**src/rtl/adc_seq_pkg.sv**
```systemverilog
// ---------------------------------------------------------------------------
// adc_seq_pkg
// Shared definitions for the ADC frame sequencer: channel count, sample and
// frame-counter widths, FSM state codes and a small helper that isolates the
// lowest enabled channel of a mask.
// ---------------------------------------------------------------------------
package adc_seq_pkg;

  localparam int NUM_CH = 4;
  localparam int DATA_W = 16;
  localparam int CNT_W  = 32;

  // State codes are visible on the 'state' output, so the values are fixed.
  localparam logic [1:0] ST_IDLE    = 2'd0;
  localparam logic [1:0] ST_SETTLE  = 2'd1;
  localparam logic [1:0] ST_COLLECT = 2'd2;
  localparam logic [1:0] ST_COMMIT  = 2'd3;

  // One sample per channel, channel 0 in the least significant slot.
  typedef logic [NUM_CH-1:0][DATA_W-1:0] frame_t;

  // One-hot of the lowest set bit (two's-complement trick); zero in -> zero out.
  function automatic logic [NUM_CH-1:0] lowest_set(input logic [NUM_CH-1:0] m);
    return m & (-m);
  endfunction

endpackage

```
**src/rtl/adc_frame_buffer.sv**
```systemverilog
// ---------------------------------------------------------------------------
// adc_frame_buffer
// Per-channel staging, pending and published sample registers.
//   clk, rst        : clock and synchronous active-high reset (clears all)
//   stage_we        : per-channel write strobe into staging
//   stage_din       : incoming channel samples
//   pend_load       : copy staging into the pending buffer
//   pub_en          : publish this cycle
//   pub_from_pend   : publish source select (1 = pending, 0 = staging)
//   pub_mask        : channels that take the new value on publish
//   frame_out       : published frame
// ---------------------------------------------------------------------------
module adc_frame_buffer
  import adc_seq_pkg::*;
(
  input  logic              clk,
  input  logic              rst,
  input  logic [NUM_CH-1:0] stage_we,
  input  frame_t            stage_din,
  input  logic              pend_load,
  input  logic              pub_en,
  input  logic              pub_from_pend,
  input  logic [NUM_CH-1:0] pub_mask,
  output frame_t            frame_out
);

  genvar gi;
  generate
    for (gi = 0; gi < NUM_CH; gi++) begin : g_ch
      logic [DATA_W-1:0] stage_q, stage_d;
      logic [DATA_W-1:0] pend_q,  pend_d;
      logic [DATA_W-1:0] pub_q,   pub_d;

      always_comb begin
        stage_d = stage_we[gi] ? stage_din[gi] : stage_q;
        pend_d  = pend_load ? stage_q : pend_q;
        pub_d   = pub_q;
        // Channels outside the active mask keep their last published value.
        if (pub_en && pub_mask[gi]) begin
          pub_d = pub_from_pend ? pend_q : stage_q;
        end
      end

      always_ff @(posedge clk) begin
        if (rst) begin
          stage_q <= '0;
          pend_q  <= '0;
          pub_q   <= '0;
        end else begin
          stage_q <= stage_d;
          pend_q  <= pend_d;
          pub_q   <= pub_d;
        end
      end

      assign frame_out[gi] = pub_q;
    end
  endgenerate

endmodule

```
**src/rtl/adc_frame_sequencer.sv**
```systemverilog
// ---------------------------------------------------------------------------
// adc_frame_sequencer
// Enables the sigma-delta channels, discards the first SETTLE_FRAMES frames
// while the decimators fill, then gathers one result per enabled channel into
// a coherent frame and publishes it, deferring publication while the SPI side
// holds rd_lock.
//   clk, rst            : 50 MHz clock, synchronous active-high reset
//   run                 : level request to operate
//   ch_mask             : enabled channels, latched when leaving IDLE
//   adc_ch0..3, adc_valid : channel results and one-cycle strobes
//   rd_lock             : freeze the published frame while high
//   clr_flags           : clear sticky flags (a same-cycle set wins)
//   adc_enable          : channel enable, high in every state except IDLE
//   frame_ch0..3        : published frame
//   frame_cnt           : number of published frames (wrapping)
//   frame_ready         : one-cycle pulse per publish
//   overrun             : sticky, a pending frame was replaced
//   timeout_fault       : sticky, a frame did not complete in time
//   state               : FSM state code
// ---------------------------------------------------------------------------
module adc_frame_sequencer
  import adc_seq_pkg::*;
#(
  parameter int SETTLE_FRAMES = 3,
  parameter int TIMEOUT_CYC   = 256
) (
  input  logic              clk,
  input  logic              rst,
  input  logic              run,
  input  logic [NUM_CH-1:0] ch_mask,
  input  logic [DATA_W-1:0] adc_ch0,
  input  logic [DATA_W-1:0] adc_ch1,
  input  logic [DATA_W-1:0] adc_ch2,
  input  logic [DATA_W-1:0] adc_ch3,
  input  logic [NUM_CH-1:0] adc_valid,
  input  logic              rd_lock,
  input  logic              clr_flags,
  output logic              adc_enable,
  output logic [DATA_W-1:0] frame_ch0,
  output logic [DATA_W-1:0] frame_ch1,
  output logic [DATA_W-1:0] frame_ch2,
  output logic [DATA_W-1:0] frame_ch3,
  output logic [CNT_W-1:0]  frame_cnt,
  output logic              frame_ready,
  output logic              overrun,
  output logic              timeout_fault,
  output logic [1:0]        state
);

  localparam int SET_W = (SETTLE_FRAMES > 2) ? $clog2(SETTLE_FRAMES) : 1;
  localparam int TIM_W = (TIMEOUT_CYC > 2) ? $clog2(TIMEOUT_CYC) : 1;
  localparam logic [SET_W-1:0] SETTLE_LAST =
    SET_W'((SETTLE_FRAMES > 0) ? SETTLE_FRAMES - 1 : 0);
  localparam logic [TIM_W-1:0] TIM_LAST =
    TIM_W'((TIMEOUT_CYC > 0) ? TIMEOUT_CYC - 1 : 0);

  logic [1:0]        state_q,       state_d;
  logic [NUM_CH-1:0] mask_q,        mask_d;
  logic [NUM_CH-1:0] got_q,         got_d;
  logic [SET_W-1:0]  settle_cnt_q,  settle_cnt_d;
  logic [TIM_W-1:0]  timer_q,       timer_d;
  logic              pending_q,     pending_d;
  logic [CNT_W-1:0]  frame_cnt_q,   frame_cnt_d;
  logic              frame_ready_q, frame_ready_d;
  logic              overrun_q,     overrun_d;
  logic              timeout_q,     timeout_d;
  logic              adc_enable_q,  adc_enable_d;

  logic [NUM_CH-1:0] acc;
  logic [NUM_CH-1:0] got_all;
  logic [NUM_CH-1:0] stage_we;
  logic              pend_load;
  logic              pub_en;
  logic              pub_from_pend;
  logic              ovr_set;
  logic              tmo_set;
  frame_t            stage_din;
  frame_t            frame_out;

  assign acc     = adc_valid & mask_q;
  assign got_all = got_q | acc;

  always_comb begin
    state_d       = state_q;
    mask_d        = mask_q;
    got_d         = got_q;
    settle_cnt_d  = settle_cnt_q;
    timer_d       = timer_q;
    pending_d     = pending_q;
    frame_cnt_d   = frame_cnt_q;
    frame_ready_d = 1'b0;
    stage_we      = '0;
    pend_load     = 1'b0;
    pub_en        = 1'b0;
    pub_from_pend = 1'b0;
    ovr_set       = 1'b0;
    tmo_set       = 1'b0;

    if (state_q != ST_IDLE && !run) begin
      // Abandon whatever is in flight; published data and flags survive.
      state_d      = ST_IDLE;
      got_d        = '0;
      pending_d    = 1'b0;
      timer_d      = '0;
      settle_cnt_d = '0;
    end else begin
      case (state_q)
        ST_IDLE: begin
          if (run && ch_mask != '0) begin
            mask_d       = ch_mask;
            settle_cnt_d = '0;
            got_d        = '0;
            timer_d      = '0;
            state_d      = (SETTLE_FRAMES == 0) ? ST_COLLECT : ST_SETTLE;
          end
        end

        ST_SETTLE: begin
          // One strobe of the lowest enabled channel marks one decimated frame.
          if ((adc_valid & lowest_set(mask_q)) != '0) begin
            if (settle_cnt_q == SETTLE_LAST) begin
              state_d = ST_COLLECT;
            end else begin
              settle_cnt_d = settle_cnt_q + SET_W'(1);
            end
          end
        end

        ST_COLLECT: begin
          stage_we = acc;
          if (got_all == mask_q) begin
            // Completion in the same cycle as the timeout deadline still counts.
            state_d = ST_COMMIT;
            got_d   = got_all;
            timer_d = '0;
          end else if (got_q != '0 && timer_q == TIM_LAST) begin
            tmo_set = 1'b1;
            got_d   = '0;
            timer_d = '0;
          end else begin
            got_d = got_all;
            // The timer only runs once the frame has its first strobe.
            if (got_q != '0) begin
              timer_d = timer_q + TIM_W'(1);
            end
          end
        end

        ST_COMMIT: begin
          state_d = ST_COLLECT;
          got_d   = '0;
          timer_d = '0;
          if (!rd_lock) begin
            // Fresh staging supersedes anything still pending.
            pub_en    = 1'b1;
            pending_d = 1'b0;
          end else begin
            pend_load = 1'b1;
            pending_d = 1'b1;
            if (pending_q) begin
              ovr_set = 1'b1;
            end
          end
        end

        default: begin
          state_d = ST_IDLE;
        end
      endcase

      // Deferred publish once the reader lets go.
      if (state_q != ST_COMMIT && pending_q && !rd_lock) begin
        pub_en        = 1'b1;
        pub_from_pend = 1'b1;
        pending_d     = 1'b0;
      end
    end

    if (pub_en) begin
      frame_cnt_d   = frame_cnt_q + CNT_W'(1);
      frame_ready_d = 1'b1;
    end

    // Set beats clear when both happen in the same cycle.
    overrun_d    = ovr_set | (overrun_q & ~clr_flags);
    timeout_d    = tmo_set | (timeout_q & ~clr_flags);
    adc_enable_d = (state_d != ST_IDLE);
  end

  always_ff @(posedge clk) begin
    if (rst) begin
      state_q       <= ST_IDLE;
      mask_q        <= '0;
      got_q         <= '0;
      settle_cnt_q  <= '0;
      timer_q       <= '0;
      pending_q     <= 1'b0;
      frame_cnt_q   <= '0;
      frame_ready_q <= 1'b0;
      overrun_q     <= 1'b0;
      timeout_q     <= 1'b0;
      adc_enable_q  <= 1'b0;
    end else begin
      state_q       <= state_d;
      mask_q        <= mask_d;
      got_q         <= got_d;
      settle_cnt_q  <= settle_cnt_d;
      timer_q       <= timer_d;
      pending_q     <= pending_d;
      frame_cnt_q   <= frame_cnt_d;
      frame_ready_q <= frame_ready_d;
      overrun_q     <= overrun_d;
      timeout_q     <= timeout_d;
      adc_enable_q  <= adc_enable_d;
    end
  end

  assign stage_din = {adc_ch3, adc_ch2, adc_ch1, adc_ch0};

  adc_frame_buffer u_buf (
    .clk           (clk),
    .rst           (rst),
    .stage_we      (stage_we),
    .stage_din     (stage_din),
    .pend_load     (pend_load),
    .pub_en        (pub_en),
    .pub_from_pend (pub_from_pend),
    .pub_mask      (mask_q),
    .frame_out     (frame_out)
  );

  assign frame_ch0     = frame_out[0];
  assign frame_ch1     = frame_out[1];
  assign frame_ch2     = frame_out[2];
  assign frame_ch3     = frame_out[3];
  assign frame_cnt     = frame_cnt_q;
  assign frame_ready   = frame_ready_q;
  assign overrun       = overrun_q;
  assign timeout_fault = timeout_q;
  assign adc_enable    = adc_enable_q;
  assign state         = state_q;

endmodule

```
**config.mk**
```make
export PLATFORM = sky130hd
export DESIGN_NAME = adc_frame_sequencer
export DESIGN_NICKNAME = d
export VERILOG_FILES = /design/src/rtl/adc_seq_pkg.sv /design/src/rtl/adc_frame_buffer.sv /design/src/rtl/adc_frame_sequencer.sv
export SDC_FILE = /design/constraint.sdc
export NUM_CORES = 1
export LEC_CHECK = 0
export BUFFER_PORTS_ARGS = -buffer_cell sky130_fd_sc_hd__buf_2
export CORE_MARGIN = 5
export CORE_UTILIZATION = 46
export CTS_CLUSTER_SIZE = 30
export DETAILED_ROUTE_END_ITERATION = 8
export PLACE_DENSITY = 0.68
export SYNTH_ARGS = -nofsm -noshare
export SYNTH_HDL_FRONTEND = slang
export SYNTH_SLANG_ARGS = --single-unit
```
**constraint.sdc**
```tcl
create_clock -name clk -period 4.1 [get_ports clk]
set_input_delay 0.205 -clock clk [delete_from_list [all_inputs] [get_ports clk]]
set_output_delay 0.205 -clock clk [all_outputs]
set_load 0.05 [all_outputs]
```
; ---- Word-level counts from Yosys, hierarchy flattened
; Cells that the tools add are included.
[op_classes]
n_reduce_logical = 25
eq_ne = 11
muxes = 43
bitwise = 10
add_sub_neg = 4
[ops]
columns = op, count
row1 = $mux W16, 4
row2 = $add A32 B1 Y32 const B, 1
row3 = $mux W8, 4
row4 = $pmux W8 S3, 1
row5 = $mux W4, 5
row6 = $mux W1, 18
row7 = $mux W2, 8
row8 = $and A4 B4 Y4, 3
row9 = $pmux W4 S3, 1
row10 = $reduce_bool A4 Y1, 3
row11 = $logic_and A1 B1 Y1, 9
row12 = $add A8 B1 Y8 const B, 1
row13 = $eq A8 B8 Y1 const B, 1
row14 = $ne A2 B2 Y1 const B, 4
row15 = $pmux W2 S4, 1
row16 = $eq A2 B2 Y1 const B, 3
row17 = $reduce_and A3 Y1, 2
row18 = $reduce_bool A2 Y1, 3
row19 = $eq A4 B4 Y1, 1
row20 = $ne A4 B4 Y1 const B, 1
row21 = $neg A4 Y4, 1
row22 = $or A4 B4 Y4, 1
row23 = $pmux W2 S2, 1
row24 = $reduce_and A4 Y1, 1
row25 = 11 further kinds, 15
[word_totals]
ff_bits = 249
output_inout_bits = 102
in_bits = 77

; ---- Logic depth before layout (Yosys ltp)
[logic_depth]
depth_word = 8
depth_mapped = 9
depth_no_buf = 6

; ---- Hierarchy
; Synthesis repeated with hierarchy kept, for this count alone.
[unflattened]
hier_cells = 1078
hier_area_um2 = 10626.4
[modules_own_cells]
columns = module, area_per_inst_um2, cells_each, n_inst
row1 = adc_frame_buffer, 7624.8, 710, 1
row2 = adc_frame_sequencer, 3001.6, 368, 1

; ---- Worst setup path after synthesis
; No wires, ideal clock.
[synth_timing]
path_kind = flip-flop to flip-flop
start = register state_q[0] (netlist: state[0])
end = register frame_cnt_q[27] (netlist: frame_cnt[27])
synth_period_minus_slack_ns = 2.466
t_arrival_ns = 2.395
required_ns = 4.030
slack_ns = 1.634
path_stages_with_launch = 8
setup_time_ns = 0.070
path_cell_list = dfxtp_1 > and3_1 > a21oi_2 > buf_6 > or4_4 > clkbuf_2 > or4_1 > a21oi_1
[synth_via]
elab_chain_len = 5
[synth_lines]
columns = item, line
row1 = start: declaration, adc_frame_sequencer.sv:57  ; logic [1:0] state_q, state_d;
row2 = start signal: assignment, adc_frame_sequencer.sv:204  ; state_q <= state_d;
row3 = $ne A2 B2 Y1, adc_frame_sequencer.sv:172  ; if (state_q != ST_COMMIT && pending_q && !rd_lock) begin
row4 = $logic_and A1 B1 Y1 (2 in series), adc_frame_sequencer.sv:172
row5 = $mux W1, adc_frame_sequencer.sv:172
row6 = $mux W1 *, adc_frame_sequencer.sv:99  ; if (state_q != ST_IDLE && !run) begin
row7 = end signal: assignment, adc_frame_sequencer.sv:210  ; frame_cnt_q <= frame_cnt_d;
row8 = end: declaration, adc_frame_sequencer.sv:63  ; logic [CNT_W-1:0] frame_cnt_q, frame_cnt_d;
; Every way passes the cells marked *; elsewhere a longest branch is shown, timed or not.
; A chain may end at the register's enable or synchronous reset.

; ---- Worst setup path after layout
[layout_timing]
start = register state_q[0] (netlist: state[0])
end = register frame_cnt_q[24] (netlist: frame_cnt[24])
; The elaborated chain is that of the path after synthesis.

==> flow_summary_export.csv <==
group,metric,value,unit
timing,max-slew-margin-rel,25.4,%
global_routing,grt_max_degree,114,
worst_hold_path,holdPathStages,4,
clock_network,clk_latency,0.53,ns
final_layout,final_cells,1686,
clock_network,clkTransAtPathRegs,0.06,ns
global_routing,grt_usage,20.3,%
floorplanning,fp-row-count,53,
synthesis,syn-cell-area,0.00995,mm2
clock_network,htree_levels,1,
timing,fmax,364,MHz
synthesis,synth.area.top_cells,"dfxtp_1 (50%), nand2_1 (10%), a21oi_1 (8.0%)",
timing,finalSetupViolCount,0,
timing,slew_violations,0,
power,powerDensity,405,mW/mm2
worst_setup_path,start_kind,"flop",
final_layout,syn2layout_area_growth,26.7,%
synthesis,synth_edf_count,0,
power,max-vdd-ir-drop,288,uV
global_routing,grt_pass1_wl,42000,um
routing,initialDrtViolationCount,432,
worst_hold_path,min_path_type,"in2reg",
synthesis,yosysMostFrequentCell,"nand2_1",
worst_setup_path,arrival,3.20,ns
routing,drc_errors,0,
placed_design,dpl.cell_count,1569,
worst_setup_path,r2r-start,"state[0]$_SDFF_PP0_",
placed_design,place_area,0.0110,mm2
routing,vias,8804,
synthesis,synth-async-reset-ratio,0,%
worst_setup_path,cp-end-kind,"flop",
synthesis,synth_top_area_share,50.1,%
final_layout,final_cell_area,0.0126,mm2
placed_design,dp_hpwl,16100,um
routing,firstDrtPassIters,5,
synthesis,yosys.cell_types.count,49,
worst_setup_path,cp.required,4.55,ns
placed_design,gp_congestion,0.844,
placed_design,port-buffer-count,178,
floorplanning,start_util,47.0,%
synthesis,ys_ff_latch,249,
worst_setup_path,r2r_cells,5,
synthesis,syn-num-nets,1262,
global_routing,antenna_found_initial,0,
synthesis,syn_inst,1182,
timing,fin_skew,0.00956,ns
worst_setup_path,crit_type,"reg2reg",
clock_network,clkSinkCount,249,
timing,hold_violations,0,
synthesis,yosysWarnings,0,
global_routing,grt_pass1_vias,8283,
clock_network,cts_root_buf,"clkbuf_16",
final_layout,diodes,0,
timing,setup_ws,1.35,ns
synthesis,synth_top_area_cell,"dfxtp_1",
final_layout,drive_gt1_share,17.8,%
synthesis,synth_seq_area_share,50.1,%
worst_setup_path,path_max_fanout,20,
floorplanning,die_area,0.0247,mm2
timing,fin_tns_setup,0,ns
clock_network,post-cts-setup-buffers,0,
job,max_cap_violations,0,
floorplanning,die_y,157,um
worst_setup_path,crit_start,"state[0]$_SDFF_PP0_",
timing,fin_crit,2.75,ns
timing,hold-worst-slack,0.138,ns
routing,routed_wl,25800,um
synthesis,synthTopCellsByCount,"nand2_1 (275), dfxtp_1 (249), a21oi_1 (159), nor2_1 (95), mux2i_1 (69)",
clock_network,clk_path_buf_depth,3,
global_routing,grt_overflow,0,
power,leakage,0.00437,uW
clock_network,cts_tree,"built",
floorplanning,fp.dieW,157,um
final_layout,nets,1472,
routing,ant_nets,0,
routing,vias_per_cell,5.22,
routing,avgRoutedWirePerCell,15.3,um
worst_hold_path,hp-start,"adc_valid[3]",
clock_network,cts_buffers,27,
floorplanning,ios,179,
placed_design,place_ws,1.39,ns
timing,fin_crit_sh,67.1,%
synthesis,synth_ff_type,"dfxtp_1",
synthesis,syn_avg_cell_area,8.42,um2
outcome,status,"complete, no violations",
floorplanning,coreArea,0.0212,mm2
timing,rsz0062_at_grt,"false",
timing,worst_pin_slew,1.11,ns
flip-flops by register name, summed over array words and instances (netlist names):
name and cells:
u_buf.g_ch.stage_q 64, mask_q 4, overrun 1, pending_q 1
state 2, u_buf.g_ch.pub_q 64, u_buf.g_ch.pend_q 64, frame_ready 1
adc_enable 1, settle_cnt_q 2, timer_q 8, frame_cnt 32
got_q 4, timeout_fault 1
routing by layer:
metal | global-route usage, % | part of all wire (%)
met1 | 27.5 | 46
met2 | 33.9 | 47
met3 | 3.38 | 5.5
met4 | 5.16 | 1.9
met5 | 0 | 0
report_power, final:
part           switching (uW)  internal [uW]
clock network             970           1510
logic                    97.1           90.7
registers                10.1           2420
total                    1080           4030
worst paths after layout:
| path | endpoint | slack (ns) |
|---|---|---|
| setup / recovery | frame_cnt[24]$_SDFFE_PP0P_ | 1.35 |
| hold / removal | got_q[3]$_SDFFE_PP0P_ | 0.14 |
| setup reg to reg | frame_cnt[24]$_SDFFE_PP0P_ | 1.35 |
| hold reg to reg | u_buf.g_ch[0].pend_q[14]$_SDFFE_PP0P_ | 0.45 |
cells by family after synthesis:
| group | share of synthesized area (%) |
|---|---|
| XOR/XNOR | 1.06 |
| AND/OR/NAND/NOR | 21.1 |
| adder cells (fa/ha/maj) | 0.478 |
| multiplexers | 7.05 |
| flip-flops | 50.1 |
| buffers and inverters | 3.91 |
| AO/OA/AOI/OAI | 16.3 |
cell usage in the layout (no fill, tap or decap), types with 8 or more instances in the layout:
cell / n
a211oi_1: 64
a21oi_1: 159
buf_2: 177
buf_4: 13
clkbuf_16: 27
clkbuf_8: 10
dfxtp_1: 249
dlygate4sd3_1: 69
inv_1: 16
mux2i_1: 69
nand2_1: 274
nand3_1: 24
nand4_1: 8
nor2_1: 95
nor3_1: 12
o21ai_0: 14
o31ai_1: 11
or3_1: 12
or4_1: 14
xnor2_1: 12
critical path, cell delays in order, from the launching register on:
cell,delay [ns]
dfxtp_1,0.62
and3_1,0.31
a21oi_2,0.17
or4_1,0.83
or4_1,0.59
a21oi_1,0.14
per-stage QoR:
step	total power (uW)	utilization, %
floorplan	2560	-
global placement	2620	51.9
detailed placement	2620	51.9
CTS	5160	59.6
global route	5280	59.6
finish	5100	59.6
layout make-up:
class | instances | area (um2)
fill | 1932 | 8550
tap | 275 | 344
multi-input combinational | 838 | 4600
inverter | 16 | 60.1
clock buffer | 40 | 825
timing repair buffer | 260 | 1690
clock inverter | 8 | 100
sequential | 249 | 4980
timing repair:
item,in CTS,in global routing
endpoints found under the hold margin,69,0
hold buffers,69,0
resized for setup,0,0
Power figures use the tool's default switching activity.
